## config.mk

```make
export PLATFORM = sky130hd
export DESIGN_NAME = vc_test_rand_delay_sink_flat
export DESIGN_NICKNAME = d
export VERILOG_FILES = /design/src/rtl/vc_test_rand_delay_sink_pkg.sv /design/src/rtl/vc_test_rand_delay_sink_if.sv /design/src/rtl/vc_test_rand_delay_sink_gen.sv /design/src/rtl/vc_test_rand_delay_sink.sv /design/src/flat_wrapper.sv
export SDC_FILE = /design/constraint.sdc
export NUM_CORES = 2
export LEC_CHECK = 0
export BUFFER_PORTS_ARGS = -buffer_cell sky130_fd_sc_hd__clkbuf_2
export CAP_MARGIN = 20
export CORE_MARGIN = 2
export CORE_UTILIZATION = 60
export DETAILED_ROUTE_END_ITERATION = 10
export GPL_TIMING_DRIVEN = 0
export PLACE_DENSITY = 0.88
export SYNTH_ARGS = -nofsm -noshare
export SYNTH_HDL_FRONTEND = slang
export SYNTH_SLANG_ARGS = --single-unit
export TNS_END_PERCENT = 20
```

## constraint.sdc

```tcl
create_clock -name clk -period 67.5 [get_ports clk]
set_input_delay 6.75 -clock clk [delete_from_list [all_inputs] [get_ports clk]]
set_output_delay 6.75 -clock clk [all_outputs]
set_load 0.005 [all_outputs]
```

## src/rtl/vc_test_rand_delay_sink_pkg.sv

```systemverilog
// Shared types and helpers for the random-delay test sink.
package vc_test_rand_delay_sink_pkg;

  localparam int unsigned c_state_sz = 1;
  localparam int unsigned c_cnt_w    = 32;
  localparam int unsigned c_lfsr_w   = 32;

  typedef enum logic [c_state_sz-1:0] {
    c_state_idle  = 1'b0,
    c_state_delay = 1'b1
  } state_e;

  // Increment that sticks at all-ones instead of wrapping.
  function automatic logic [c_cnt_w-1:0] sat_inc(input logic [c_cnt_w-1:0] v);
    return (v == '1) ? v : v + c_cnt_w'(1);
  endfunction

endpackage

```

## src/rtl/vc_test_rand_delay_sink_if.sv

```systemverilog
// Val/rdy message stream between a producer (master) and a consumer (slave).
interface vc_test_rand_delay_sink_if #(
  parameter int unsigned p_msg_nbits = 1
);
  logic                   val;
  logic                   rdy;
  logic [p_msg_nbits-1:0] msg;

  modport master (output val, output msg, input rdy);
  modport slave  (input val, input msg, output rdy);
endinterface

```

## src/rtl/vc_test_rand_delay_sink_gen.sv

```systemverilog
// Registered pseudo-random stall length in [0, max_delay-1]; 0 when max_delay is 0.
module vc_test_rand_delay_sink_gen
  import vc_test_rand_delay_sink_pkg::*;
(
  input  logic               clk,
  input  logic               reset,
  input  logic [c_cnt_w-1:0] max_delay,
  output logic [c_cnt_w-1:0] rand_num
);

  localparam logic [c_lfsr_w-1:0] c_lfsr_taps = 32'h8020_0003;
  localparam logic [c_lfsr_w-1:0] c_lfsr_seed = 32'hACE1_2468;

  logic [c_lfsr_w-1:0] lfsr_q, lfsr_d;
  logic [c_cnt_w-1:0]  rand_num_q, rand_num_d;

  // Galois LFSR step and modulo reduction of the current state.
  always_comb begin
    lfsr_d = {1'b0, lfsr_q[c_lfsr_w-1:1]};
    if (lfsr_q[0]) begin
      lfsr_d = lfsr_d ^ c_lfsr_taps;
    end
    rand_num_d = '0;
    if (max_delay != '0) begin
      rand_num_d = c_cnt_w'(lfsr_q % max_delay);
    end
  end

  // Generator state registers.
  always_ff @(posedge clk) begin
    if (reset) begin
      lfsr_q     <= c_lfsr_seed;
      rand_num_q <= '0;
    end else begin
      lfsr_q     <= lfsr_d;
      rand_num_q <= rand_num_d;
    end
  end

  assign rand_num = rand_num_q;

endmodule

```

## src/rtl/vc_test_rand_delay_sink.sv

```systemverilog
// Test-harness stream sink: throttles ready with random stalls and checks
// every accepted message against a preloaded expected-message table.
module vc_test_rand_delay_sink
  import vc_test_rand_delay_sink_pkg::*;
#(
  parameter int unsigned p_msg_nbits = 1,
  parameter int unsigned p_num_msgs  = 1024
) (
  input  logic                        clk,
  input  logic                        reset,
  input  logic [c_cnt_w-1:0]          max_delay,
  input  logic [c_cnt_w-1:0]          num_msgs,
  vc_test_rand_delay_sink_if.slave    in_if,
  output logic                        done,
  output logic [c_cnt_w-1:0]          num_failed,
  output logic                        error
);

  localparam int unsigned c_idx_w = (p_num_msgs > 1) ? $clog2(p_num_msgs) : 1;

  // Expected-message table; not touched by reset, filled through load_msg.
  logic [p_msg_nbits-1:0] m [p_num_msgs];

  task automatic load_msg(input logic [c_idx_w-1:0] idx, input logic [p_msg_nbits-1:0] msg);
    m[idx] = msg;
  endtask

  state_e             state_q, state_d;
  logic [c_cnt_w-1:0] delay_q, delay_d;
  logic [c_cnt_w-1:0] index_q, index_d;
  logic [c_cnt_w-1:0] num_failed_q, num_failed_d;
  logic               error_q, error_d;
  logic [c_cnt_w-1:0] rand_num;
  logic               rdy_c;
  logic               fire_c;
  logic               mismatch_c;
  logic [p_msg_nbits-1:0] exp_msg_c;

  vc_test_rand_delay_sink_gen u_gen (
    .clk       (clk),
    .reset     (reset),
    .max_delay (max_delay),
    .rand_num  (rand_num)
  );

  assign done       = (index_q == num_msgs);
  assign exp_msg_c  = m[index_q[c_idx_w-1:0]];
  assign mismatch_c = (in_if.msg !== exp_msg_c);
  assign rdy_c      = !done && ((state_q == c_state_idle) ? (rand_num == '0) : (delay_q == '0));
  assign fire_c     = in_if.val && rdy_c;
  assign in_if.rdy  = rdy_c;

  // Next-state: stall countdown, table index and failure bookkeeping.
  always_comb begin
    state_d      = state_q;
    delay_d      = delay_q;
    index_d      = index_q;
    num_failed_d = num_failed_q;
    error_d      = 1'b0;
    case (state_q)
      c_state_idle: begin
        if (in_if.val && !done && (rand_num != '0)) begin
          state_d = c_state_delay;
          delay_d = rand_num - c_cnt_w'(1);
        end
      end
      c_state_delay: begin
        if (delay_q != '0) begin
          delay_d = delay_q - c_cnt_w'(1);
        end
        if (fire_c) begin
          state_d = c_state_idle;
        end
      end
      default: state_d = c_state_idle;
    endcase
    if (fire_c) begin
      index_d = index_q + c_cnt_w'(1);
      if (mismatch_c) begin
        num_failed_d = sat_inc(num_failed_q);
        error_d      = 1'b1;
      end
    end
  end

  // State and counter registers.
  always_ff @(posedge clk) begin
    if (reset) begin
      state_q      <= c_state_idle;
      delay_q      <= '0;
      index_q      <= '0;
      num_failed_q <= '0;
      error_q      <= 1'b0;
    end else begin
      state_q      <= state_d;
      delay_q      <= delay_d;
      index_q      <= index_d;
      num_failed_q <= num_failed_d;
      error_q      <= error_d;
    end
  end

  assign num_failed = num_failed_q;
  assign error      = error_q;

endmodule

```

## src/flat_wrapper.sv

```systemverilog
// flat-port wrapper written by rule: the top's interface ports become plain ports
module vc_test_rand_delay_sink_flat import vc_test_rand_delay_sink_pkg::*;
#(
  parameter int unsigned p_msg_nbits = 1,
  parameter int unsigned p_num_msgs  = 1024
)
  (clk, reset, max_delay, num_msgs, done, num_failed, error, in_if_val, in_if_msg, in_if_rdy);
  vc_test_rand_delay_sink_if #(.p_msg_nbits(p_msg_nbits)) in_if_i ();
  input  logic clk;
  input  logic reset;
  input  logic [c_cnt_w-1:0] max_delay;
  input  logic [c_cnt_w-1:0] num_msgs;
  output logic done;
  output logic [c_cnt_w-1:0] num_failed;
  output logic error;
  input wire logic [$bits(in_if_i.val)-1:0] in_if_val;
  input wire logic [$bits(in_if_i.msg)-1:0] in_if_msg;
  output wire logic [$bits(in_if_i.rdy)-1:0] in_if_rdy;
  assign in_if_i.val = in_if_val;
  assign in_if_i.msg = in_if_msg;
  assign in_if_rdy = in_if_i.rdy;
  vc_test_rand_delay_sink #(.p_msg_nbits(p_msg_nbits), .p_num_msgs(p_num_msgs)) u_core (.clk(clk), .reset(reset), .max_delay(max_delay), .num_msgs(num_msgs), .in_if(in_if_i), .done(done), .num_failed(num_failed), .error(error));
endmodule
```

==> impl_metrics.yaml, run 1 <==
placement:
  gp_congestion: 1.096
  dp_hpwl_um: 109200
  numPortBuffers: 68
synth:
  ys_types: 114
  async_reset_ff_share_pct: 0
  synth_edf_count: 0
  syn-cell-area_um2: 36840
  synth_warnings: 1024
  seq_area_frac_synth_pct: 7.009
  synth_seq_cells: 129
  ys.flop_type: "dfxtp_1"
  syn_inst: 5295
  avgSynthCellArea_um2: 6.958
clocking:
  htreeDepth: 4
  numCtsBuffers: 17
  cts_root_buf: "clkbuf_16"
  cts_sinks: 129
  clock_path_buffers: 2
  cts_hold_buf: 0
global_route:
  grt_start_max_net_pins: 34
  grtUsageTotal_pct: 59.72
  grt_pass1_wl_um: 295000
  first_global_vias: 51400
  overflow: 4
floorplanning:
  ios: 103
  die_w_um: 251.8
  initial_utilization_pct: 60.81
  die_h_um: 251.8
  fp-row-count: 90
status:
  stop_error: "[ERROR GRT-0116] Global routing finished with congestion. Check the congestion regions in the DRC Viewer."
  status: "stopped before the end"
  stop_stage: "global routing"
[per-layer routing]
metal / GRT overflow / track usage [%]
met5: 0 / 10.97
met4: 0 / 56.31
met3: 0 / 37.83
met2: 4 / 80.75
met1: 0 / 61.56
[logic make-up after synthesis]
group           share of synthesized area [%]
xor+xnor                                9.961
buf+inv                                 4.761
fa+ha+maj                               18.12
simple gates                            24.35
mux                                     3.399
compound gates                          32.38
other cells                           0.01018
flops                                   7.009
[cell usage after synthesis, types with 23 or more instances]
| library cell | number | share of area, % |
|---|---|---|
| nand3_1 | 130 | 1.8 |
| nor4_1 | 42 | 0.71 |
| and3_1 | 45 | 0.76 |
| xnor2_1 | 258 | 6.1 |
| a211oi_1 | 52 | 1.1 |
| a31oi_1 | 83 | 1.4 |
| a21o_1 | 173 | 3.5 |
| o21a_1 | 147 | 3.0 |
| a21boi_0 | 24 | 0.49 |
| o31ai_1 | 43 | 0.88 |
| ha_1 | 532 | 18 |
| nor2b_1 | 65 | 1.1 |
| o22ai_1 | 23 | 0.39 |
| a31o_2 | 32 | 0.76 |
| a211o_1 | 34 | 0.81 |
| xor2_1 | 161 | 3.8 |
| o211ai_1 | 87 | 1.8 |
| clkbuf_1 | 131 | 1.3 |
| inv_1 | 217 | 2.2 |
| or3_1 | 58 | 0.98 |
| nand2b_1 | 41 | 0.70 |
| o21ai_1 | 23 | 0.31 |
| a21oi_1 | 446 | 6.1 |
| o21ai_0 | 296 | 4.0 |
| or2_2 | 61 | 1.0 |
| buf_4 | 35 | 0.71 |
| nand2_1 | 551 | 5.6 |
| nand4_1 | 76 | 1.3 |
| nor2_1 | 538 | 5.5 |
| and2_1 | 39 | 0.66 |
| mux2_2 | 61 | 1.9 |
| o21bai_1 | 56 | 1.1 |
| mux2i_1 | 52 | 1.4 |
| nor3_1 | 174 | 2.4 |
| dfxtp_1 | 129 | 7.0 |
[what timing repair did]
item	in CTS
setup buffers	378
cloned	4
pin swaps	283
gates resized for setup	843
endpoints found under the setup margin	32
[per-stage QoR]
stage / cell area (µm²) / util [%] / worst slack (ns) / hold slack, ns / instances
floorplan: 37690 / - / 0.001990 / 0.4318 / 5327
global placement: 39010 / 64.40 / -16.95 / 0.4553 / 6177
detailed placement: 39260 / 64.80 / -17.65 / 0.4645 / 6188
CTS: 47040 / 77.65 / -0.9186 / 0.4758 / 6595
==> inputs of run 2 (changes only) <==
CORE_UTILIZATION = 40   (was 60)
PLACE_DENSITY = unset   (was 0.88)
PLACE_DENSITY_LB_ADDON = 0.15   (was unset)
clock period = 87.8 ns   (was 67.5 ns; I/O delays follow)
==> run 2 against run 1 <==
The run now ends clean. Synthesized cell count is the same. Area after synthesis unchanged.
==> impl_metrics.yaml, run 2 <==
clocking:
  cts_sinks: 129
  cts.clk_slew.worst_paths_ns: 0.06
  htreeDepth: 4
  cts_root_buf: "clkbuf_16"
  cts_hold_buf: 0
  tritoncts: "done"
  clock_path_buffers: 2
  numCtsBuffers: 17
  clkLatencyLatePin_ns: 0.47
min_path:
  hp-start: "u_core.delay_q[0]$_SDFFE_PP0P_"
  worstHoldPathType: "flip-flop to flip-flop"
  min_to: "u_core.delay_q[0]$_SDFFE_PP0P_"
  hold_depth: 2
detailed_routing:
  drtIter0Drc: 2917
  totalWireLength_um: 150500
  route.detailed.wl_per_inst_um: 22.57
  ant_nets: 0
  drtPass1Iterations: 9
  vias: 41270
  viasPerCell: 6.188
  drc_errors: 0
setup_path:
  cp.required_ns: 88.16
  path_max_fanout: 10
  worstReg2RegEnd: "u_core.u_gen.rand_num[22]$_SDFF_PP0_"
  cpPeakStageDelay_ns: 0.69
  ff2ff_setup_slack_ns: 12.21
  reg2regPathDepth: 298
  cpLargestDelayFamily: "compound AO/OA/AOI/OAI gates"
  cp_num_buf_inv: 42
  setup.worst_path.class: "input port to flip-flop"
  arrival_ns: 84.86
  r2r_start: "u_core.u_gen.lfsr_q[0]$_SDFF_PP0_"
  slowest_stage: "mux2i_1"
  start_kind: "input port"
  crit_path_end_kind: "flip-flop"
  crit_top_cell: "ha_1"
cells_and_area:
  syn2layout_area_growth_pct: 11.84
  drive_above_1_share_pct: 12.02
  nFillCells: 9552
  final_core_util_pct: 45.02
  final_cell_mix: "545 x nand2_1, 531 x ha_1, 521 x nor2_1"
  final_common_cell: "nand2_1"
  final_nets: 6070
global_route:
  overflow: 0
  grt_pass1_wl_um: 227000
  antenna_found_initial: 2
  first_global_vias: 38430
  grt_start_max_net_pins: 26
  grtUsageTotal_pct: 30.69
timing:
  holdWs_ns: 0.4655
  worst_pin_slew_ns: 1.182
  hold_violations: 0
  finalCriticalPeriod_ns: 84.50
  setup_violations: 0
  slew_violations: 0
  tns_ns: 0
  clock.fmax_ghz: 0.01183
  clock_skew_ns: 0.01297
  finalCritPeriodShare_pct: 96.24
  slew_headroom_pct: 21.19
floorplanning:
  die_h_um: 307.5
  die_area_um2: 94550
  die_w_um: 307.5
  initial_utilization_pct: 40.25
  fp-row-count: 111
  ios: 103
  core-area_um2: 91520
synth:
  async_reset_ff_share_pct: 0
  synth_top_area_share_pct: 18.07
  synth_edf_count: 0
  syn_inst: 5295
  avgSynthCellArea_um2: 6.958
  synth_warnings: 1024
  yosysTopAreaCell: "ha_1"
  seq_area_frac_synth_pct: 7.009
  ys_top_cells_by_count: "551 x nand2_1, 538 x nor2_1, 532 x ha_1, 446 x a21oi_1, 296 x o21ai_0"
  ys_types: 114
  ys.flop_type: "dfxtp_1"
  synth_seq_cells: 129
  yosys-top-cells-area: "ha_1 18%, dfxtp_1 7.0%, xnor2_1 6.1%"
  synth_most_common_cell: "nand2_1"
  syn-cell-area_um2: 36840
run:
  cap_viol_max_count: 0
power:
  ir_worst_vdd_uv: 17.01
  pwr-share-clk_pct: 13.9
  pwr-share-seq_pct: 15.9
  power.internal_mw: 0.2734
  leakage_nw: 18.17
  p_per_area_nw_per_um2: 13.43
  p_comb_share_pct: 70.2
  switching_share_pct: 50.58
  switching_power_mw: 0.2799
placement:
  numPortBuffers: 68
  gp_congestion: 0.9730
  dp_hpwl_um: 120800
status:
  status: "complete, no violations"
## run 2: cell counts after synthesis
Identical to the previous run, type by type.
## run 2: area by class of cell
type | count | area, µm² | area share (%)
antenna | 1 | 2.502 | 0.006073
inverter | 220 | 825.8 | 2.004
tap | 1186 | 1484 | 3.601
buffer | 199 | 1077 | 2.614
sequential | 129 | 2582 | 6.267
multi-input combinational | 4775 | 33630 | 81.61
clock buffer | 17 | 425.4 | 1.032
timing repair buffer | 127 | 988.4 | 2.399
clock inverter | 15 | 192.7 | 0.4676
## run 2: stage by stage
step / instance area, µm² / power (mW) / worst slack, ns / std cells
6_report: 41200 / 0.5533 / 3.298 / 6669
3_3_place_gp: 38790 / 0.4535 / -16.68 / 6581
4_1_cts: 40440 / 0.5411 / 0.03311 / 6644
3_5_place_dp: 39070 / 0.4570 / -16.00 / 6596
5_1_grt: 41200 / 0.5965 / -0.08983 / 6668
2_1_floorplan: 36960 / 0.3640 / 11.77 / 5327
## run 2: cell families (layout without fill, tap and decap cells)
| family | count (synthesis) | in the layout | synth area share [%] |
|---|---|---|---|
| compound gates | 1776 | 1777 | 32.38 |
| xor+xnor | 419 | 419 | 9.961 |
| other cells | 1 | 34 | 0.01018 |
| simple gates | 1897 | 1897 | 24.35 |
| fa+ha+maj | 533 | 533 | 18.12 |
| buf+inv | 424 | 578 | 4.761 |
| mux | 116 | 116 | 3.399 |
| flops | 129 | 129 | 7.009 |
## run 2: worst register-to-register path: cells and delay by family (launching register included)
kind	cells	cell delay, ns
AOI/OAI and AO/OA	142	35.73
and+or+nand+nor	79	17.91
adders and majority gates	31	10.01
buffers and inverters	41	9.31
muxes	5	2.11
DFF	1	0.38
## run 2: worst max path at each step
stage	from	end	slack, ns	cells after the start
after floorplan	max_delay[24]	u_core.u_gen.rand_num[10]$_SDFF_PP0_	11.77	309
after global placement	max_delay[24]	u_core.u_gen.rand_num[6]$_SDFF_PP0_	-16.68	305
after detailed placement	max_delay[31]	u_core.u_gen.rand_num[6]$_SDFF_PP0_	-16.00	307
after CTS	max_delay[24]	u_core.u_gen.rand_num[6]$_SDFF_PP0_	0.03	312
after global routing	max_delay[24]	u_core.u_gen.rand_num[22]$_SDFF_PP0_	-0.09	323
final	max_delay[24]	u_core.u_gen.rand_num[22]$_SDFF_PP0_	3.30	305
## run 2: layer usage
| metal | global-route usage (%) | wire, µm |
|---|---|---|
| met3 | 3.393 | 9384 |
| met5 | 0 | 0 |
| met2 | 52.01 | 68910 |
| met1 | 39.13 | 65040 |
| met4 | 13.47 | 7195 |
## run 2: power by group through the flow
| stage | clock [mW] | combinational (mW) | sequential, mW |
|---|---|---|---|
| after floorplan | 0 | 0.285 | 0.0791 |
| after global placement | 0 | 0.365 | 0.0885 |
| after detailed placement | 0 | 0.368 | 0.0885 |
| after CTS | 0.0781 | 0.376 | 0.0873 |
| after global routing | 0.0807 | 0.428 | 0.0883 |
| final | 0.0768 | 0.388 | 0.0881 |
## run 2: timing repair
| item | CTS | global route |
|---|---|---|
| gates resized for setup | 175 | 165 |
| buffers inserted | 19 | 24 |
| pin swaps | 16 | 23 |
| endpoints found under the setup margin | 32 | 32 |
| cloned | 0 | 1 |
(Power assumes the default switching activity.)
